`src/rtl/avalon_mem_arbiter.sv`:
```
// avalon_mem_arbiter: round-robin arbiter giving an instruction master and a data master access to one Avalon-MM slave.
// Define ARB_TIMEOUT_EN to abort transfers on a slave that never drops waitrequest.
module avalon_mem_arbiter #(
   parameter int ADDR_W = 32,
   parameter int DATA_W = 32,
   parameter int TIMEOUT_CYCLES = 64
) (
   input  logic                clk,
   input  logic                rst_n,
   input  logic [ADDR_W-1:0]   i_address,
   input  logic                i_read,
   output logic                i_waitrequest,
   output logic [DATA_W-1:0]   i_readdata,
   input  logic [ADDR_W-1:0]   d_address,
   input  logic [DATA_W/8-1:0] d_byteenable,
   input  logic                d_read,
   input  logic                d_write,
   input  logic [DATA_W-1:0]   d_writedata,
   output logic                d_waitrequest,
   output logic [DATA_W-1:0]   d_readdata,
   output logic [ADDR_W-1:0]   s_address,
   output logic [DATA_W/8-1:0] s_byteenable,
   output logic                s_read,
   output logic                s_write,
   output logic [DATA_W-1:0]   s_writedata,
   input  logic                s_waitrequest,
   input  logic [DATA_W-1:0]   s_readdata,
   output logic [1:0]          owner,
   output logic                protocol_err,
   output logic                timeout_err
);
   typedef enum logic [1:0] {IDLE = 2'b00, BUSY_I = 2'b01, BUSY_D = 2'b10} state_t;
   state_t state;
   logic last_d, busy_i, busy_d, req_i, req_d, strobe, to;
   assign busy_i = state == BUSY_I;
   assign busy_d = state == BUSY_D;
   assign req_i = i_read;
   assign req_d = d_read | d_write;
   assign strobe = busy_i ? req_i : busy_d & req_d;
   assign owner = state;
   assign s_address = busy_d ? d_address : i_address;
   assign s_byteenable = busy_d ? d_byteenable : '1;
   assign s_writedata = d_writedata;
   assign s_write = busy_d & d_write & ~to;
   // a simultaneous read+write is issued as the write
   assign s_read = ~to & (busy_i ? i_read : busy_d & d_read & ~d_write);
   assign i_waitrequest = ~busy_i | (s_waitrequest & ~to);
   assign d_waitrequest = ~busy_d | (s_waitrequest & ~to);
   assign i_readdata = to ? '0 : s_readdata;
   assign d_readdata = i_readdata;
   always_ff @(posedge clk or negedge rst_n)
      if (!rst_n) begin
         state <= IDLE;
         last_d <= 1'b0;
         protocol_err <= 1'b0;
      end else begin
         protocol_err <= protocol_err | (d_read & d_write);
         if (state == IDLE)
            state <= req_i & req_d ? (last_d ? BUSY_I : BUSY_D) : req_d ? BUSY_D : req_i ? BUSY_I : IDLE;
         else if (to || !strobe)
            state <= IDLE;
         else if (!s_waitrequest) begin
            state <= IDLE;
            last_d <= busy_d;
         end
      end
`ifdef ARB_TIMEOUT_EN
   localparam int CW = $clog2(TIMEOUT_CYCLES) + 1;
   logic [CW-1:0] cnt;
   assign to = state != IDLE && cnt == CW'(TIMEOUT_CYCLES);
   always_ff @(posedge clk or negedge rst_n)
      if (!rst_n) begin
         cnt <= '0;
         timeout_err <= 1'b0;
      end else begin
         cnt <= state == IDLE ? '0 : cnt + CW'(s_waitrequest & ~to);
         timeout_err <= timeout_err | to;
      end
`else
   assign to = 1'b0;
   assign timeout_err = 1'b0;
`endif
endmodule

```
`config.mk`:
```
export PLATFORM = sky130hd
export DESIGN_NAME = avalon_mem_arbiter
export DESIGN_NICKNAME = d
export VERILOG_FILES = /design/src/rtl/avalon_mem_arbiter.sv
export SDC_FILE = /design/constraint.sdc
export NUM_CORES = 1
export LEC_CHECK = 0
export CORE_AREA = 2 2 107 109
export CTS_CLUSTER_SIZE = 24
export DETAILED_ROUTE_END_ITERATION = 10
export DIE_AREA = 0 0 109 111
export GPL_ROUTABILITY_DRIVEN = 0
export GPL_TIMING_DRIVEN = 1
export REMOVE_ABC_BUFFERS = 1
export SLEW_MARGIN = 0
export SYNTH_ARGS = -nofsm -noshare
export SYNTH_HDL_FRONTEND = slang
export SYNTH_SLANG_ARGS = --single-unit
export TNS_END_PERCENT = 1
```
`constraint.sdc`:
```
create_clock -name clk -period 2.55 [get_ports clk]
set_input_delay 0.51 -clock clk [delete_from_list [all_inputs] [get_ports clk]]
set_output_delay 0.51 -clock clk [all_outputs]
set_load 0.01 [all_outputs]
```
Word-level counts from Yosys, hierarchy flattened. Cells that the tools add are included.

Bits in registers: 4. Bits in latches: 0. Bits in writable memories: 0. ROM bits: 0. Bits of input ports: 138. Logic and storage cells: 34. Memories kept: 0.

$add $sub $neg: 0. $mul: 0. Divide/modulo/power cells: 0. Magnitude comparators: 0. Equal/unequal tests: 3. Shifts and indexed selects: 0. Multiplexer cells: 11. Bitwise logic cells: 15. Reduce and logical (&&, ||, !) cells: 2.

Operators by type and width (count): 32-bit 2-to-1 mux (1); 2-bit 2-to-1 mux (6); 1-bit AND (6); 1-bit inverter (5); 4-bit 2-to-1 mux (1); 1-bit bitwise OR (4); 1-bit 2-to-1 mux (3); 3-bit by 2-bit inequality test with 1-bit output, second input constant (1); 3-bit AND reduction (1); 2-bit by 1-bit equality test with 1-bit output, second input constant (1); 2-bit equality test, second input constant (1); 2-bit logical NOT (1).

Logic depth before layout (Yosys ltp).
Depth in word-level cells: 5. Depth in mapped cells: 4. Gate-level depth less buffers: 2.

Worst setup path before layout. OpenSTA, ideal clock, no wires.

Kind: flip-flop to output port. From: register state[1], in the netlist owner[1]. To: output s_address[25]. Data arrival time: 1.239 ns. Data required time: 2.040 ns. Path slack: 0.801 ns. Cell stages (with the launch flop): 5. Path buffers: 2. Cell sequence: dfrtp_1 -> nor2b_4 -> buf_6 -> buf_8 -> mux2_4.

Cells in the longest elaborated chain, start to end: 2.

RTL lines: from (decl) (RTL line 33) `state_t state;`; from (signal assigned) (RTL line 59) `state <= req_i & req_d ? (last_d ? BUSY_I : BUSY_D) : req_d ? BUSY_D : req_i ? BUSY_I : IDLE;`; 2-bit equality test (RTL line 36) `assign busy_d = state == BUSY_D;`; 32-bit 2-to-1 mux (RTL line 41) `assign s_address = busy_d ? d_address : i_address;`; to (decl) (RTL line 21) `output logic [ADDR_W-1:0] s_address,`.

Every way passes these cells.

Final worst setup path.
From: register state[1], in the netlist owner[1]. To: output s_address[18].

The elaborated chain is that of the path after synthesis.

==> results_dict.tcl <==
set metrics [dict create \
    worst_path_max_delay_cell "clkdlybuf4s50_1" \
    clkLatencyLatePin_ns 0.23 \
    drc_errors 0 \
    crit_chain "nor2b_4 > buf_12 > mux2_2 > clkdlybuf4s50_1" \
    dieWidth_um 109 \
    yosys_warnings 0 \
    criticalPathCategory "reg -> out" \
    hold_buffers 0 \
    grt.total_usage_pct 17.36 \
    layout_min_cycle_time_ns 2.465 \
    synth_cell_types 22 \
    crit_family "buffers and inverters" \
    drt_iter0_markers 50 \
    place_hpwl_um 10370 \
    area_growth_pct 48.97 \
    nets 321 \
    ir_worst_vdd_uv 296.9 \
    drive_gt1_share_pct 23.20 \
    crit_buf_inv 2 \
    synth_area_leader_cell "buf_4" \
    globalRouteOverflowTotal 0 \
    setup_viol 0 \
    ioPinCount 278 \
    grt_pass1_wl_um 13210 \
    r2r_slack_ns 1.40 \
    finalCritPeriodShare_pct 96.67 \
    first_pass_iters 4 \
    clock_sinks 4 \
    die_area_um2 12100 \
    arrival_ns 1.96 \
    cp_max_fo 38 \
    cp-start-kind "flip-flop" \
    grt_pass1_vias 1258 \
    clockBufferDepth 2 \
    ys_seq_area_share_pct 7.162 \
    rows 39 \
    core_area_um2 11080 \
    htree_levels 1 \
    num_vias 1171 \
    final_antenna_net_count 0 \
    powerDensity_nw_per_um2 442.6 \
    max_stage_delay_ns 0.50 \
    clk_pin_slew_ns 0.03 \
    fin_tns_setup_ns 0 \
    end_kind "primary output" \
    clock-skew-final_ns 0.002697 \
    hold_slack_ns 0.4710 \
    wl_per_cell_um 34.41 \
    cts_inserted_buffers 3 \
    syn_avg_cell_area_um2 8.735 \
    synth.top_cells.by_area "buf_4 (53%), mux2_2 (23%), dfrtp_1 (7.2%), mux2_4 (3.2%), nand2b_1 (2.7%)" \
    grt_max_degree 39 \
    cts_tree "yes" \
    synth-seq-cells 4 \
    cp.required_ns 2.04 \
    synthCells 160 \
    placed_area_um2 2003 \
    syn_area_um2 1398 \
    initial_core_util_pct 12.62 \
    final_area_um2 2082 \
    outcome "finished clean" \
    die_y_um 111 \
    n_fill_cell 1231 \
    layout_commonest_cell "clkdlybuf4s50_1" \
    rsz0062_at_grt "false" \
    cts-root-buf "clkbuf_16" \
    vias_per_cell 3.614 \
    antenna_found_initial 0 \
    final_cell_mix "clkdlybuf4s50_1 (115), mux2_2 (29), nand2b_1 (6)" \
    hold_viol 0 \
    cap_violations 0 \
    leakage_nw 0.7571 \
    drv_slew 0 \
    diodes 0 \
    io_buffers 116 \
    hold_path_class "reg -> reg" \
    synth_top_area_share_pct 53.18 \
    wirelength_um 11150 \
    max_freq_mhz 405.7 \
]
==> metal layers <==
metal  share of wire, %  global-route usage [%]  vias up
li1                   -                       -      464
met1                 20                   10.37      471
met2                 45                   27.99      228
met3                 34                   26.34        8
met4                1.0                   2.479        0
met5                  0                       0        -
==> sequential cells by signal, indices dropped and copies added (netlist names) <==
name,flops
owner,2
protocol_err,1
last_d,1
==> cell usage after synthesis <==
| cell | count |
|---|---|
| inv_1 | 2 |
| mux2_4 | 3 |
| o221a_2 | 1 |
| a32o_1 | 1 |
| conb_1 | 1 |
| o21ai_0 | 1 |
| nand2_1 | 1 |
| o21bai_1 | 1 |
| a21oi_1 | 1 |
| nor2b_4 | 1 |
| buf_6 | 1 |
| mux2_2 | 29 |
| nor2b_1 | 1 |
| buf_8 | 1 |
| and2_1 | 1 |
| nand2b_1 | 6 |
| a21bo_2 | 1 |
| o211ai_1 | 1 |
| a21o_1 | 2 |
| buf_4 | 99 |
| dfrtp_1 | 4 |
| or3_1 | 1 |
==> repair_timing <==
item | in CTS | in global routing
endpoints found under the setup margin | 0 | 32
setup buffers | 0 | 0
gates resized for setup | 0 | 2
==> worst paths after layout <==
path / startpoint / end / depth (start not counted)
worst max register to register: owner[0] / owner[0] / 3
worst min-delay path: protocol_err / protocol_err / 1
max in group asynchronous: rst_n / owner[1] / 1
worst max-delay path: owner[1] / s_address[18] / 4
worst min register to register: protocol_err / protocol_err / 1
min in group asynchronous: rst_n / owner[0] / 1
==> cell families (layout without fill, tap and decap cells) <==
logic type	Yosys count	after routing	synth area share, %
other	1	1	0.2683
AOI/OAI and AO/OA	9	9	5.102
buffers and inverters	103	124	55.59
and+or+nand+nor	11	11	5.283
DFF	4	4	7.162
muxes	32	32	26.59
==> cell type report <==
cell class	instances	area, um^2	area share, %
Multi-Input combinational cell	53	520.5	25.00
Clock buffer	3	75.07	3.606
Sequential cell	4	101.3	4.868
Timing Repair Buffer	119	1199	57.57
Tap cell	143	178.9	8.594
Inverter	2	7.507	0.3606
==> stage by stage <==
step / instances / worst slack (ns) / power, mW / util [%]
floorplan: 59 / 0.4450 / 0.3164 / -
global placement: 321 / 0.03608 / 0.6734 / 18.08
detailed placement: 321 / 0.06263 / 0.6757 / 18.08
CTS: 324 / 0.003956 / 0.9343 / 18.76
global route: 324 / 0.004909 / 0.9693 / 18.80
finish: 324 / 0.08483 / 0.9214 / 18.80
==> report_power, final <==
group          internal (mW)  switching, mW  total [mW]
clock                  0.201         0.0501       0.251
sequential            0.0731         0.0121      0.0852
combinational          0.387          0.198       0.585
==> worst reg2reg max path, stage by stage, from the launching register on <==
cell      delay [ns]
dfrtp_1         0.41
buf_4           0.17
o21bai_1        0.19
o221a_2         0.26
No activity file was read; power rests on OpenSTA's default activity.
